`config.mk`:
```
export PLATFORM = sky130hd
export DESIGN_NAME = pe_noc_interface
export DESIGN_NICKNAME = d
export VERILOG_FILES = /design/src/rtl/noc_pkg.sv /design/src/rtl/pe_noc_interface_tag_fifo.sv /design/src/rtl/pe_noc_interface.sv
export SDC_FILE = /design/constraint.sdc
export NUM_CORES = 1
export LEC_CHECK = 0
export ABC_AREA = 0
export BUFFER_PORTS_ARGS = -buffer_cell sky130_fd_sc_hd__buf_2
export CORE_ASPECT_RATIO = 1.1
export CORE_MARGIN = 8
export CORE_UTILIZATION = 49
export CTS_CLUSTER_DIAMETER = 60
export CTS_CLUSTER_SIZE = 12
export DETAILED_ROUTE_END_ITERATION = 10
export PLACE_DENSITY_LB_ADDON = 0.25
export SYNTH_ARGS = -nofsm -noshare
export SYNTH_HDL_FRONTEND = slang
export SYNTH_SLANG_ARGS = --single-unit
export TNS_END_PERCENT = 5
```
`constraint.sdc`:
```
create_clock -name clk -period 2.88 [get_ports clk]
set_clock_uncertainty 0.1 [all_clocks]
set_input_delay 0.864 -clock clk [delete_from_list [all_inputs] [get_ports clk]]
set_output_delay 0.864 -clock clk [all_outputs]
set_load 0.1 [all_outputs]
```
`src/rtl/noc_pkg.sv`:
```
// Shared NoC flit definitions for the scheduler/PE packet protocol.
// Field offsets, default geometry and flit pack/unpack helpers.
package noc_pkg;

   localparam int DATA_W    = 32;
   localparam int X_W       = 2;
   localparam int Y_W       = 2;
   localparam int PCK_W     = 4;
   localparam int TAG_DEPTH = 4;
   localparam int TOTAL_W   = DATA_W + PCK_W + Y_W + X_W;

   localparam int X_LSB    = 0;
   localparam int X_MSB    = X_W - 1;
   localparam int Y_LSB    = X_W;
   localparam int Y_MSB    = X_W + Y_W - 1;
   localparam int PCK_LSB  = X_W + Y_W;
   localparam int PCK_MSB  = X_W + Y_W + PCK_W - 1;
   localparam int DATA_LSB = X_W + Y_W + PCK_W;
   localparam int DATA_MSB = TOTAL_W - 1;

   localparam int MY_X  = 0;
   localparam int MY_Y  = 1;
   localparam int SCH_X = 0;
   localparam int SCH_Y = 0;

   typedef struct packed {
      logic [DATA_W-1:0] data;
      logic [PCK_W-1:0]  pck_no;
      logic [Y_W-1:0]    y;
      logic [X_W-1:0]    x;
   } flit_t;

   function automatic logic [TOTAL_W-1:0] flit_pack(input flit_t f);
      return {f.data, f.pck_no, f.y, f.x};
   endfunction

   function automatic flit_t flit_unpack(input logic [TOTAL_W-1:0] v);
      flit_t f;
      f.x      = v[X_MSB:X_LSB];
      f.y      = v[Y_MSB:Y_LSB];
      f.pck_no = v[PCK_MSB:PCK_LSB];
      f.data   = v[DATA_MSB:DATA_LSB];
      return f;
   endfunction

endpackage

```
`src/rtl/pe_noc_interface_tag_fifo.sv`:
```
// Outstanding request-tag FIFO for pe_noc_interface.
// Synchronous, power-of-two depth, with full/empty/count status.
module tag_fifo
   import noc_pkg::*;
#(
   parameter int W     = noc_pkg::PCK_W,
   parameter int DEPTH = noc_pkg::TAG_DEPTH
) (
   input  logic                     clk,
   input  logic                     reset,
   input  logic                     push_i,
   input  logic [W-1:0]             din_i,
   input  logic                     pop_i,
   output logic [W-1:0]             dout_o,
   output logic                     full_o,
   output logic                     empty_o,
   output logic [$clog2(DEPTH):0]   count_o
);

   localparam int AW = $clog2(DEPTH);

   logic [W-1:0]  mem_q [DEPTH];
   logic [AW-1:0] wr_ptr_q, wr_ptr_d;
   logic [AW-1:0] rd_ptr_q, rd_ptr_d;
   logic [AW:0]   cnt_q, cnt_d;

   always_comb begin
      wr_ptr_d = wr_ptr_q;
      rd_ptr_d = rd_ptr_q;
      cnt_d    = cnt_q;
      if (push_i) begin
         wr_ptr_d = wr_ptr_q + 1'b1;
      end
      if (pop_i) begin
         rd_ptr_d = rd_ptr_q + 1'b1;
      end
      unique case ({push_i, pop_i})
         2'b10:   cnt_d = cnt_q + 1'b1;
         2'b01:   cnt_d = cnt_q - 1'b1;
         default: cnt_d = cnt_q;
      endcase
   end

   always_ff @(posedge clk) begin
      if (reset) begin
         wr_ptr_q <= '0;
         rd_ptr_q <= '0;
         cnt_q    <= '0;
      end else begin
         wr_ptr_q <= wr_ptr_d;
         rd_ptr_q <= rd_ptr_d;
         cnt_q    <= cnt_d;
      end
   end

   // Storage needs no reset; the count alone defines validity.
   always_ff @(posedge clk) begin
      if (push_i) begin
         mem_q[wr_ptr_q] <= din_i;
      end
   end

   assign dout_o  = mem_q[rd_ptr_q];
   assign full_o  = (cnt_q == (AW+1)'(DEPTH));
   assign empty_o = (cnt_q == '0);
   assign count_o = cnt_q;

endmodule

```
`src/rtl/pe_noc_interface.sv`:
```
// Responder-side NoC interface: strips request flits for the PE and
// re-tags PE results for the scheduler. Option: PE_ADDR_CHECK_EN.
module pe_noc_interface
   import noc_pkg::*;
#(
   parameter int DATA_W    = noc_pkg::DATA_W,
   parameter int X_W       = noc_pkg::X_W,
   parameter int Y_W       = noc_pkg::Y_W,
   parameter int PCK_W     = noc_pkg::PCK_W,
   parameter int TAG_DEPTH = noc_pkg::TAG_DEPTH,
   parameter int MY_X      = noc_pkg::MY_X,
   parameter int MY_Y      = noc_pkg::MY_Y,
   parameter int SCH_X     = noc_pkg::SCH_X,
   parameter int SCH_Y     = noc_pkg::SCH_Y,
   parameter int TOTAL_W   = DATA_W + PCK_W + Y_W + X_W
) (
   input  logic               clk,
   input  logic               reset,
   input  logic               i_valid,
   input  logic [TOTAL_W-1:0] i_data,
   output logic               o_ready,
   output logic               o_valid,
   output logic [TOTAL_W-1:0] o_data,
   input  logic               i_ready,
   output logic               o_valid_pe,
   output logic [DATA_W-1:0]  o_data_pe,
   input  logic               i_ready_pe,
   input  logic               i_valid_pe,
   input  logic [DATA_W-1:0]  i_data_pe,
   output logic               o_ready_pe
`ifdef PE_ADDR_CHECK_EN
  ,output logic [7:0]         o_drop_cnt
`endif
);

   localparam int F_X   = 0;
   localparam int F_Y   = X_W;
   localparam int F_PCK = X_W + Y_W;
   localparam int F_DAT = X_W + Y_W + PCK_W;
   localparam int CW    = $clog2(TAG_DEPTH) + 1;

   logic [X_W-1:0]    hdr_x;
   logic [Y_W-1:0]    hdr_y;
   logic [PCK_W-1:0]  hdr_pck;
   logic [DATA_W-1:0] hdr_dat;

   logic              req_vld_q, req_vld_d;
   logic [DATA_W-1:0] req_q, req_d;
   logic              out_vld_q, out_vld_d;
   logic [TOTAL_W-1:0] out_q, out_d;

   logic              in_fire, addr_ok, push;
   logic              pe_fire, res_fire, eg_fire;
   logic [PCK_W-1:0]  tag_head;
   logic              tag_full, tag_empty;
   logic [CW-1:0]     tag_cnt;

   assign hdr_x   = i_data[F_X   +: X_W];
   assign hdr_y   = i_data[F_Y   +: Y_W];
   assign hdr_pck = i_data[F_PCK +: PCK_W];
   assign hdr_dat = i_data[F_DAT +: DATA_W];

`ifdef PE_ADDR_CHECK_EN
   logic [7:0] drop_q, drop_d;
   logic       unused_sig;

   assign addr_ok = (hdr_x == X_W'(MY_X)) &&
                    (hdr_y == Y_W'(MY_Y));
   assign unused_sig = ^tag_cnt;
`else
   logic unused_sig;

   assign addr_ok    = 1'b1;
   assign unused_sig = ^{hdr_x, hdr_y, tag_cnt};
`endif

   assign o_ready    = !req_vld_q && !tag_full;
   assign o_ready_pe = !tag_empty && (!out_vld_q || i_ready);

   assign in_fire  = i_valid && o_ready;
   assign push     = in_fire && addr_ok;
   assign pe_fire  = req_vld_q && i_ready_pe;
   assign res_fire = i_valid_pe && o_ready_pe;
   assign eg_fire  = out_vld_q && i_ready;

   tag_fifo #(
      .W     (PCK_W),
      .DEPTH (TAG_DEPTH)
   ) u_tags (
      .clk     (clk),
      .reset   (reset),
      .push_i  (push),
      .din_i   (hdr_pck),
      .pop_i   (res_fire),
      .dout_o  (tag_head),
      .full_o  (tag_full),
      .empty_o (tag_empty),
      .count_o (tag_cnt)
   );

   always_comb begin
      req_vld_d = req_vld_q;
      req_d     = req_q;
      if (pe_fire) begin
         req_vld_d = 1'b0;
      end
      if (push) begin
         req_vld_d = 1'b1;
         req_d     = hdr_dat;
      end
   end

   // A load in the same cycle as a drain keeps o_valid high.
   always_comb begin
      out_vld_d = out_vld_q;
      out_d     = out_q;
      if (eg_fire) begin
         out_vld_d = 1'b0;
      end
      if (res_fire) begin
         out_vld_d = 1'b1;
         out_d     = {i_data_pe, tag_head,
                      Y_W'(SCH_Y), X_W'(SCH_X)};
      end
   end

   always_ff @(posedge clk) begin
      if (reset) begin
         req_vld_q <= 1'b0;
         req_q     <= '0;
         out_vld_q <= 1'b0;
         out_q     <= '0;
      end else begin
         req_vld_q <= req_vld_d;
         req_q     <= req_d;
         out_vld_q <= out_vld_d;
         out_q     <= out_d;
      end
   end

`ifdef PE_ADDR_CHECK_EN
   always_comb begin
      drop_d = drop_q;
      if (in_fire && !addr_ok && (drop_q != 8'hFF)) begin
         drop_d = drop_q + 8'd1;
      end
   end

   always_ff @(posedge clk) begin
      if (reset) begin
         drop_q <= '0;
      end else begin
         drop_q <= drop_d;
      end
   end

   assign o_drop_cnt = drop_q;
`endif

   assign o_valid    = out_vld_q;
   assign o_data     = out_q;
   assign o_valid_pe = req_vld_q;
   assign o_data_pe  = req_q;

endmodule

```
Word-level counts from Yosys, hierarchy flattened
Memory sizes are Yosys's and may differ from the RTL's. A register that Yosys moved wholly into a read port is not among the register bits.
Cells that the tools add are included.
{ "totals": {"ff_bits": 77, "ramBits": 16, "in_bits": 78, "out_inout_bits": 76, "word_cells": 37, "memories": 1} }
{ "memory_table": {"columns": ["name", "depth", "word_bits", "read_ports", "rd_clocked_by_memory_dff", "write_ports", "line_no", "rtl"], "rows": [
  ["u_tags.mem_q", 4, 4, 1, 1, 1, "pe_noc_interface_tag_fifo.sv:22", "logic [W-1:0] mem_q [DEPTH];"]
]} }
{ "op_classes": {"add_sub_neg": 4, "n_eq_ne": 3, "mux": 7, "reduce_logical": 15} }
{ "ops": {"columns": ["op", "n"], "rows": [
  ["1-bit logical AND", 6],
  ["1-bit 2-to-1 mux", 6],
  ["3-bit case mux with 2 select lines", 1],
  ["2-bit nonzero test", 3],
  ["2-bit by 1-bit adder with 2-bit output (second input constant)", 2],
  ["1-bit zero test", 4],
  ["3-bit by 1-bit adder with 3-bit output (second input constant)", 1],
  ["3-bit equality test (second input constant)", 1],
  ["3-bit zero test", 1],
  ["3-bit by 1-bit subtractor with 3-bit output (second input constant)", 1],
  ["2-bit by 1-bit equality test with 1-bit output (second input constant)", 1],
  ["2-bit equality test (second input constant)", 1],
  ["1-bit logical OR", 1]
]} }

Depth between registers and ports, before layout
Gate-level depths: netlist of the first run.
{ "depth": {"ltp_word": 6, "ltp_mapped": 10, "depth_no_buf": 9} }

Hierarchy
From an unflattened synthesis of the first run, not the netlist that was laid out.
{ "hier_totals": {"cells_unflattened": 377, "hier_area_um2": 3903.7} }
{ "modules_own_cells": {"columns": ["module", "n_inst", "cells_each", "area_per_inst_um2", "seq_area_each_um2"], "rows": [
  ["pe_noc_interface", 1, 310, 2891.5, 1401.3],
  ["tag_fifo", 1, 67, 1012.2, 660.6]
]} }

Worst setup path before layout of the first run
Ideal clock, no wire load.
{ "synth_path": {"kind": "register -> output", "from": "register out_vld_q, in the netlist o_valid", "to": "output port o_ready_pe", "arrival_time_ps": 2495, "required_time_ps": 1916, "setup_slack_ps": -579, "path_stages_with_launch": 5, "path_buffers": 2, "cell_sequence": "dfxtp_1 > nor2b_1 > clkbuf_1 > clkbuf_1 > nor2_1"} }
{ "synth_between": {"elab_chain_len": 3} }
{ "synth_lines": {"columns": ["item", "line_no", "rtl"], "rows": [
  ["start: declaration", "pe_noc_interface.sv:49", "logic out_vld_q, out_vld_d;"],
  ["start signal: assignment", "pe_noc_interface.sv:136", "out_vld_q <= out_vld_d;"],
  ["1-bit zero test", "pe_noc_interface.sv:78", "assign o_ready_pe = !tag_empty && (!out_vld_q || i_ready);"],
  ["1-bit logical OR", "pe_noc_interface.sv:78", null],
  ["1-bit logical AND", "pe_noc_interface.sv:78", null],
  ["end: declaration", "pe_noc_interface.sv:30", "output logic o_ready_pe"]
]} }
Every way passes these cells.

Worst setup path after layout of the first run
{ "layout_path": {"from": "register u_tags.cnt_q[2], in the netlist u_tags.count_o[2]", "to": "output port o_ready_pe"} }
{ "layout_between": {"elab_chain_len": 3} }
{ "layout_lines": {"columns": ["item", "line_no", "rtl"], "rows": [
  ["start: declaration", "pe_noc_interface_tag_fifo.sv:25", "logic [AW:0] cnt_q, cnt_d;"],
  ["start signal: assignment", "pe_noc_interface_tag_fifo.sv:52", "cnt_q <= cnt_d;"],
  ["3-bit zero test", "pe_noc_interface_tag_fifo.sv:65", "assign empty_o = (cnt_q == '0);"],
  ["1-bit zero test", "pe_noc_interface.sv:78", null],
  ["1-bit logical AND", "pe_noc_interface.sv:78", null]
]} }
Every way passes these cells.

==> run metrics, run 1 <==
Hold Crit Class=reg -> reg; clock slew at reported path FFs=0.09 ns; Rel. slew slack=60.4%; fmax=380 MHz; detailed-route DRC error count=0; area delta synth->final=23.9%; RSZ-0062 raised after global routing=no; largest net degree at the start of global routing=39; Final Slew Violations=0; type of origin of the critical path=flip-flop; CTS Hold Buffers Added=0; PnR Total Power=5260 uW; total die area=11500 sq um; Worst Path Required=1.92 ns; number of synthesized flops with an enable pin=16; top cell type's share of synthesized area=37.8%; Finished Core Util=61.4%; Synthesis Warnings=0; Max Cap Viol=0; Die Y=112 um; placed cell area=4850 sq um; number of vias per cell=5.33; status=finished clean; Main synth FF type=dfxtp_1; GRT Total Usage=17.2%; Core ar.=8230 sq um; clock sink total=93; GRT Residual Overflow=0; Vias=3419; CTS root buf=clkbuf_8; sequential fraction of the synthesis area=49.5%; gp weighted congestion=0.695; Detail Placement HPWL=7220 um; multi-input logic area=1850 sq um; register bit total from synthesis=93; cells after synthesis=401; FF+latch area=2020 sq um; Antenna Nets Post-Route=0; CTS buffer count=9; worst-path maximum fanout=12; WL/cell=15.7 um; most common cell in the synthesized netlist=dfxtp_1; CTS max path bufs=2; vias in the first global route=3454; R2R Setup Slk=0.65 ns; first-pass GRT wire length=16200 um; n_diodes=0; pwr/cell area=1040 nW/um^2; port bufs=145; WS Path Type=reg -> out; postcts setup bufs=0; width of the die=103 um; CTS tree=yes; DRT iter0 DRCs=100; DRT Pass-1 Iters=4; share of cells above drive strength 1=34.3%; synthesized area=4080 sq um; initial antenna violation count=0; fillers=715; Initial Util=49.6%; routed wire length=10100 um; post_cts resized=0; Setup crit end kind=primary output; final setup vio count=0; Worst VDD drop=0.398 mV; Leak=0.00219 uW; library cells used by synthesis=28; Async SR Flop Fraction=0%; fin nets=610; CTS H-tree depth=3; io pins=154; synth cell count leaders=dfxtp_1 (77), nand2b_1 (68), a21oi_1 (42); post-layout minimum cycle time=2.63 ns; fin area=5060 sq um; measured slew at the worst slew-check pin=0.594 ns; Final Cycle Share=91.4%; top area cells in the synthesized netlist=dfxtp_1 (38%), edfxtp_1 (12%), nand2b_1 (10%); syn avg cell area=10.2 sq um; Row Count=35; latest clock arrival within the worst-skew pair=0.34 ns; crit path DAT=1.67 ns; Fin. Hold Viols=0; area leader, netlist=dfxtp_1
-- final timing paths --
path,startpoint,endpoint,depth (start not counted)
worst max register to register,u_tags.count_o[2],u_tags.count_o[2],8
worst min register to register,o_data[33],o_data[33],2
worst max-delay path,u_tags.count_o[2],o_ready_pe,4
worst min-delay path,o_data[33],o_data[33],2
-- where the power goes --
group / switching, uW / internal (uW) / total (uW)
Clock: 427 / 450 / 877
Sequential: 146 / 1550 / 1690
Combinational: 2150 / 539 / 2690
-- logic make-up after synthesis --
family,count (synthesis),synth area share (%)
buf+inv,54,6.10
simple gates,125,18.6
other cells,1,0.0919
flops,93,49.5
xor+xnor,2,0.429
mux,39,10.9
compound gates,81,12.4
fa+ha+maj,6,2.02
-- cell type report --
cell class | instances | area share (%)
Inverter | 8 | 0.594
Sequential cell | 93 | 40.0
Clock buffer | 13 | 3.14
Timing Repair Buffer | 157 | 16.1
Tap cell | 111 | 2.75
Multi-Input combinational cell | 257 | 36.5
Clock inverter | 3 | 0.890
-- per-stage QoR --
| step | cells | hold WS (ns) | setup WS (ns) | setup TNS (ns) |
|---|---|---|---|---|
| after detailed placement | 626 | 0.359 | 0.214 | 0 |
| after global placement | 626 | 0.351 | 0.265 | 0 |
| after CTS | 642 | 0.372 | 0.226 | 0 |
| final | 642 | 0.368 | 0.247 | 0 |
| after floorplan | 404 | 0.381 | -0.120 | -0.120 |
| after global routing | 642 | 0.389 | 0.152 | 0 |
-- flip-flops by register name (all words and copies together), names as in the netlist --
name / cells
o_valid: 1
u_tags.mem_q: 16
o_valid_pe: 1
u_tags.wr_ptr_q: 2
o_data: 36
u_tags.rd_ptr_q: 2
u_tags.count_o: 3
o_data_pe: 32
-- layer usage --
metal / share of wire [%] / track usage, % / up-vias
li1: - / - / 1674
met1: 42 / 20.5 / 1606
met2: 47 / 28.0 / 131
met3: 10 / 5.68 / 8
met4: 0.87 / 5.89 / 0
met5: 0 / 0 / -
-- cell usage in the layout (no fill, tap or decap), types with 11 or more instances in the layout --
cell type  Yosys  routed
a21oi_1       42      41
buf_2         10     145
buf_4          5      12
clkbuf_8       0      11
dfxtp_1       77      77
edfxtp_1      16      16
mux2i_1       33      33
nand2b_1      68      68
nand4_1       37      37
o31ai_1       37      37
-- worst max-delay path, stage by stage (launching register included) --
cell     delay, ns
dfxtp_1       0.49
nor3_2        0.11
buf_4         0.20
nor2_2        0.10
buf_2         0.43
Power figures use the tool's default switching activity.
==> inputs of run 2 (changes only) <==
Settings changed: CORE_UTILIZATION 49 to 51, CTS_BUF_LIST set to sky130_fd_sc_hd__clkbuf_4 sky130_fd_sc_hd__clkbuf_8.
==> run 2 against run 1 <==
Compared with the run above:
- first-iteration DRC count up 41%
- via count down 0.47%
- setup slack better by 0.12 ns
- cell count down 0.47%
- sequential share of layout area down 0.11 points
- clock power up 5.7%
- sequential power about the same
- utilization up 3.4 points
- total power up 0.96%
- maximum frequency up 4.9%
- sequential cell count unchanged
- critical endpoint unchanged
==> run metrics, run 2 (same netlist as run 1, synthesis figures left out) <==
clock slew at reported path FFs=0.08 ns (about the same); Die Y=110 um (-1.7%); Cell Chain, Critical Path=buf_2 -> nor2b_2 -> nor2_2 -> buf_2; most common cell after layout, fill and taps aside=buf_2; max FFs per register=36 (unchanged); crit path DAT=1.55 ns (-0.12 ns); Critical Path Start=i_ready; most frequent cells in the layout=buf_2 (145), dfxtp_1 (77), nand2b_1 (68); postcts setup bufs=0 (unchanged); pwr/cell area=1050 nW/um^2 (+0.68%); Rel. slew slack=61.4% (+1.0 points); CTS buffer count=9 (unchanged); final setup vio count=0 (unchanged); type of origin of the critical path=input port; total die area=11100 sq um (-3.3%); latest clock arrival within the worst-skew pair=0.35 ns (about the same); post_cts resized=0 (unchanged); initial antenna violation count=0 (unchanged); fillers=683 (-4.5%); Core ar.=7830 sq um (-4.9%); Fin. Hold Viols=0 (unchanged); Finished Core Util=64.8% (+3.4 points); WL/cell=15.1 um (-3.8%); Worst Path Required=1.92 ns (about the same); hold_sp=o_data[20]; measured slew at the worst slew-check pin=0.578 ns (-0.0155 ns); area delta synth->final=24.3%; Final Cycle Share=87.1% (-4.3 points); CTS Hold Buffers Added=0 (unchanged); fmax=398 MHz (+4.9%); CTS H-tree depth=3 (unchanged); clock sink total=93 (unchanged); width of the die=101 um (-1.7%); Leak=0.00220 uW (+0.66%); post-layout minimum cycle time=2.51 ns (-0.123 ns); first-pass GRT wire length=15300 um (-5.5%); status=finished clean; DRT iter0 DRCs=141 (+41%); Hold Crit Class=reg -> reg; n_diodes=0 (unchanged); crit-path max cell delay=0.44 ns (-0.05 ns); port bufs=145 (unchanged); multi-input logic area=1840 sq um (-0.27%); WS Path Type=in -> out; CP max-delay cell=buf_2; Setup WS post-layout=0.370 ns (+0.123 ns); share of cells above drive strength 1=34.3% (unchanged); Detail Placement HPWL=6990 um (-3.2%); Initial Util=52.1% (+2.6 points); DRT Pass-1 Iters=5 (+1); Setup crit end kind=primary output; vias in the first global route=3370 (-2.4%); gp weighted congestion=0.757 (+8.9%); CTS root buf=clkbuf_8; RSZ-0062 raised after global routing=no; largest net degree at the start of global routing=63 (+62%); number of vias per cell=5.33 (about the same); routed wire length=9680 um (-4.3%); Vias=3403 (-0.47%); Max Cap Viol=0 (unchanged); Worst VDD drop=0.506 mV (+27%); worst r2r src=u_tags.count_o[2]; io pins=154 (unchanged); worst-path maximum fanout=4 (-8); Row Count=34 (-2.9%); CTS tree=yes; Placement Setup Slack=0.229 ns (+0.0147 ns); PnR Total Power=5310 uW (+0.96%); fin nets=610 (unchanged); Antenna Nets Post-Route=0 (unchanged); most used cell, CP=buf_2; detailed-route DRC error count=0 (unchanged); CTS max path bufs=2 (unchanged); Final Slew Violations=0 (unchanged); GRT Residual Overflow=0 (unchanged); FF+latch area=2020 sq um (unchanged); GRT Total Usage=17.0% (-0.18 points)
run 2: cell types whose count changed in the layout (fill, tap and decap cells not counted), sizes merged:
cell | before | now
bufinv | 1 | 2
clkbuf | 13 | 11
clkinv | 0 | 2
clkinvlp | 2 | 1
run 2: final timing paths:
path	end	slack, ns	depth (start not counted)
worst max-delay path	o_ready_pe	0.37	4
worst max register to register	u_tags.count_o[2]	0.64	8
worst min-delay path	o_data[20]	0.37	2
worst min register to register	o_data[20]	0.37	2
run 2: layer usage:
layer  global-route usage (%)  wire length (um)  share of wire, %  vias to the layer above
met5                        0                 0                 0                        -
met4                     7.77               150               1.6                        0
met3                     6.71               974                10                       13
met2                     27.9              4550                47                      121
met1                     19.1              4000                41                     1594
li1                         -                 -                 -                     1675
run 2: layout make-up:
type                    count  area share [%]
flip-flops and latches     93            39.9
clock buffers              11            2.74
clock inverters             5            1.48
well taps                 108            2.66
inverters                   8           0.592
multi-input cells         257            36.3
repair buffers            157            16.3
run 2: stage by stage:
step                      cell area, sq um  hold slack, ns  cells  setup TNS (ns)
after detailed placement              4860           0.357    623               0
after CTS                             5070           0.372    639               0
after global routing                  5070           0.384    639               0
after global placement                4860           0.350    623               0
after floorplan                       4100           0.381    404          -0.120
final                                 5070           0.369    639               0
run 2: worst max-delay path: cells and delay by family:
kind / cells / cell delay [ns]
buffers and inverters: 2 / 0.54
and+or+nand+nor: 2 / 0.13
run 2: power by group:
part	total, uW	internal (uW)	switching, uW
Clock	927	503	424
Sequential	1690	1540	143
Combinational	2700	539	2160
Total	5310	2590	2720
==> inputs of run 3 (changes only) <==
Settings changed: PLACE_DENSITY set to 0.83, PLACE_DENSITY_LB_ADDON 0.25 to unset.
==> run 3 against run 2 <==
Compared with the run above:
- first-iteration DRC count shrank 4.3%
- combinational power hardly changed
- utilization increased by 0.080 points
- hold slack about the same
- critical path depth fell by 1
- global-route usage grew 0.60 points
- non-clock buffer count down 1
- die area stayed put
- clock power rose by 4.7%
- via count grew 1.4%
- critical path type is now reg -> out
- highest routed layer unchanged
==> run metrics, run 3 (same netlist as run 1, synthesis figures left out) <==
type of origin of the critical path=flip-flop; postcts setup bufs=0 (unchanged); placed cell area=4850 sq um (-0.15%); RSZ-0062 raised after global routing=no; Core ar.=7830 sq um (unchanged); Row Count=34 (unchanged); DRT iter0 DRCs=135 (-4.3%); Detail Placement HPWL=7230 um (+3.5%); pwr/cell area=1050 nW/um^2 (+0.64%); CTS tree=yes; crit path DAT=1.54 ns (about the same); clock sink total=93 (unchanged); Vias=3450 (+1.4%); vias in the first global route=3456 (+2.6%); total die area=11100 sq um (unchanged); CTS buffer count=9 (unchanged); routed wire length=10200 um (+5.3%); largest net degree at the start of global routing=61 (-3.2%); status=finished clean; Fin. Hold Viols=0 (unchanged); n_diodes=0 (unchanged); Die Y=110 um (unchanged); CTS max path bufs=2 (unchanged); width of the die=101 um (unchanged); clock slew at reported path FFs=0.09 ns (about the same); CTS Hold Buffers Added=0 (unchanged); detailed-route DRC error count=0 (unchanged); Setup crit end kind=primary output; WS Path Type=reg -> out; number of vias per cell=5.41 (+1.5%); post_cts resized=0 (unchanged); GRT Total Usage=17.6% (+0.60 points); most frequent cells in the layout=buf_2 (145), dfxtp_1 (77), nand2b_1 (68); fin area=5080 sq um (+0.12%); Antenna Nets Post-Route=0 (unchanged); gp weighted congestion=0.727 (-4.0%); io pins=154 (unchanged); DRT Pass-1 Iters=4 (-1); GRT Residual Overflow=0 (unchanged); fin nets=609 (-0.16%); max FFs per register=36 (unchanged); Final Slew Violations=0 (unchanged); Hold Crit Class=reg -> reg; Max Cap Viol=0 (unchanged); Finished Core Util=64.9% (+0.080 points); CTS H-tree depth=3 (unchanged); Initial Util=52.1% (unchanged); worst-path maximum fanout=5 (+1); Final Cycle Share=86.9% (-0.24 points); fmax=400 MHz (+0.28%); measured slew at the worst slew-check pin=0.580 ns (+0.00143 ns); port bufs=145 (unchanged); Worst Path Required=1.92 ns (about the same); initial antenna violation count=0 (unchanged); Leak=0.00221 uW (+0.30%); area delta synth->final=24.4%; final setup vio count=0 (unchanged); Fin Setup TNS=0 ns (unchanged); CTS root buf=clkbuf_8; Worst VDD drop=0.521 mV (+3.1%); post-layout minimum cycle time=2.50 ns (-0.00703 ns); first-pass GRT wire length=16000 um (+4.1%); share of cells above drive strength 1=34.5% (+0.25 points); most common cell after layout, fill and taps aside=buf_2; Rel. slew slack=61.4% (-0.096 points); WL/cell=16.0 um (+5.5%); latest clock arrival within the worst-skew pair=0.35 ns (about the same)
[run 3: cell type report]
cell class                 count  area, sq um
clock inverter                 5         82.6
fill                         663         2750
multi-input combinational    257         1840
timing repair buffer         156          821
sequential                    93         2020
clock buffer                  11          145
inverter                       8         30.0
tap                          108          135
[run 3: final timing paths]
| path | start | to | slack [ns] | cells after the start |
|---|---|---|---|---|
| worst max register to register | u_tags.count_o[2] | u_tags.count_o[2] | 0.60 | 8 |
| worst max-delay path | u_tags.count_o[0] | o_ready | 0.38 | 3 |
| worst min-delay path | o_data[39] | o_data[39] | 0.37 | 2 |
| worst min register to register | o_data[39] | o_data[39] | 0.37 | 2 |
[run 3: stage by stage]
stage	power [uW]	hold WS (ns)	setup WS, ns	std cells
floorplan	3970	0.381	-0.120	404
CTS	5390	0.371	0.362	638
global placement	4340	0.350	0.212	622
global route	5580	0.390	0.303	638
finish	5350	0.369	0.377	638
detailed placement	4410	0.357	0.196	622
[run 3: critical path, stage by stage, from the launching register on]
cell,delay [ns]
dfxtp_1,0.44
nor2_1,0.14
a21oi_2,0.17
buf_2,0.44
[run 3: power by group]
group / internal (uW) / leakage, uW / switching [uW] / total, uW
combinational: 525 / 0.00132 / 2160 / 2690
clock: 526 / 0.000117 / 445 / 971
sequential: 1550 / 0.000776 / 148 / 1690
[run 3: metal layers]
| metal | share of wire (%) | global-route usage [%] | vias up |
|---|---|---|---|
| met5 | 0 | 0 | - |
| met4 | 0.89 | 6.28 | 0 |
| met3 | 11 | 7.92 | 12 |
| met2 | 47 | 30.0 | 168 |
| met1 | 41 | 18.9 | 1601 |
| li1 | - | - | 1669 |
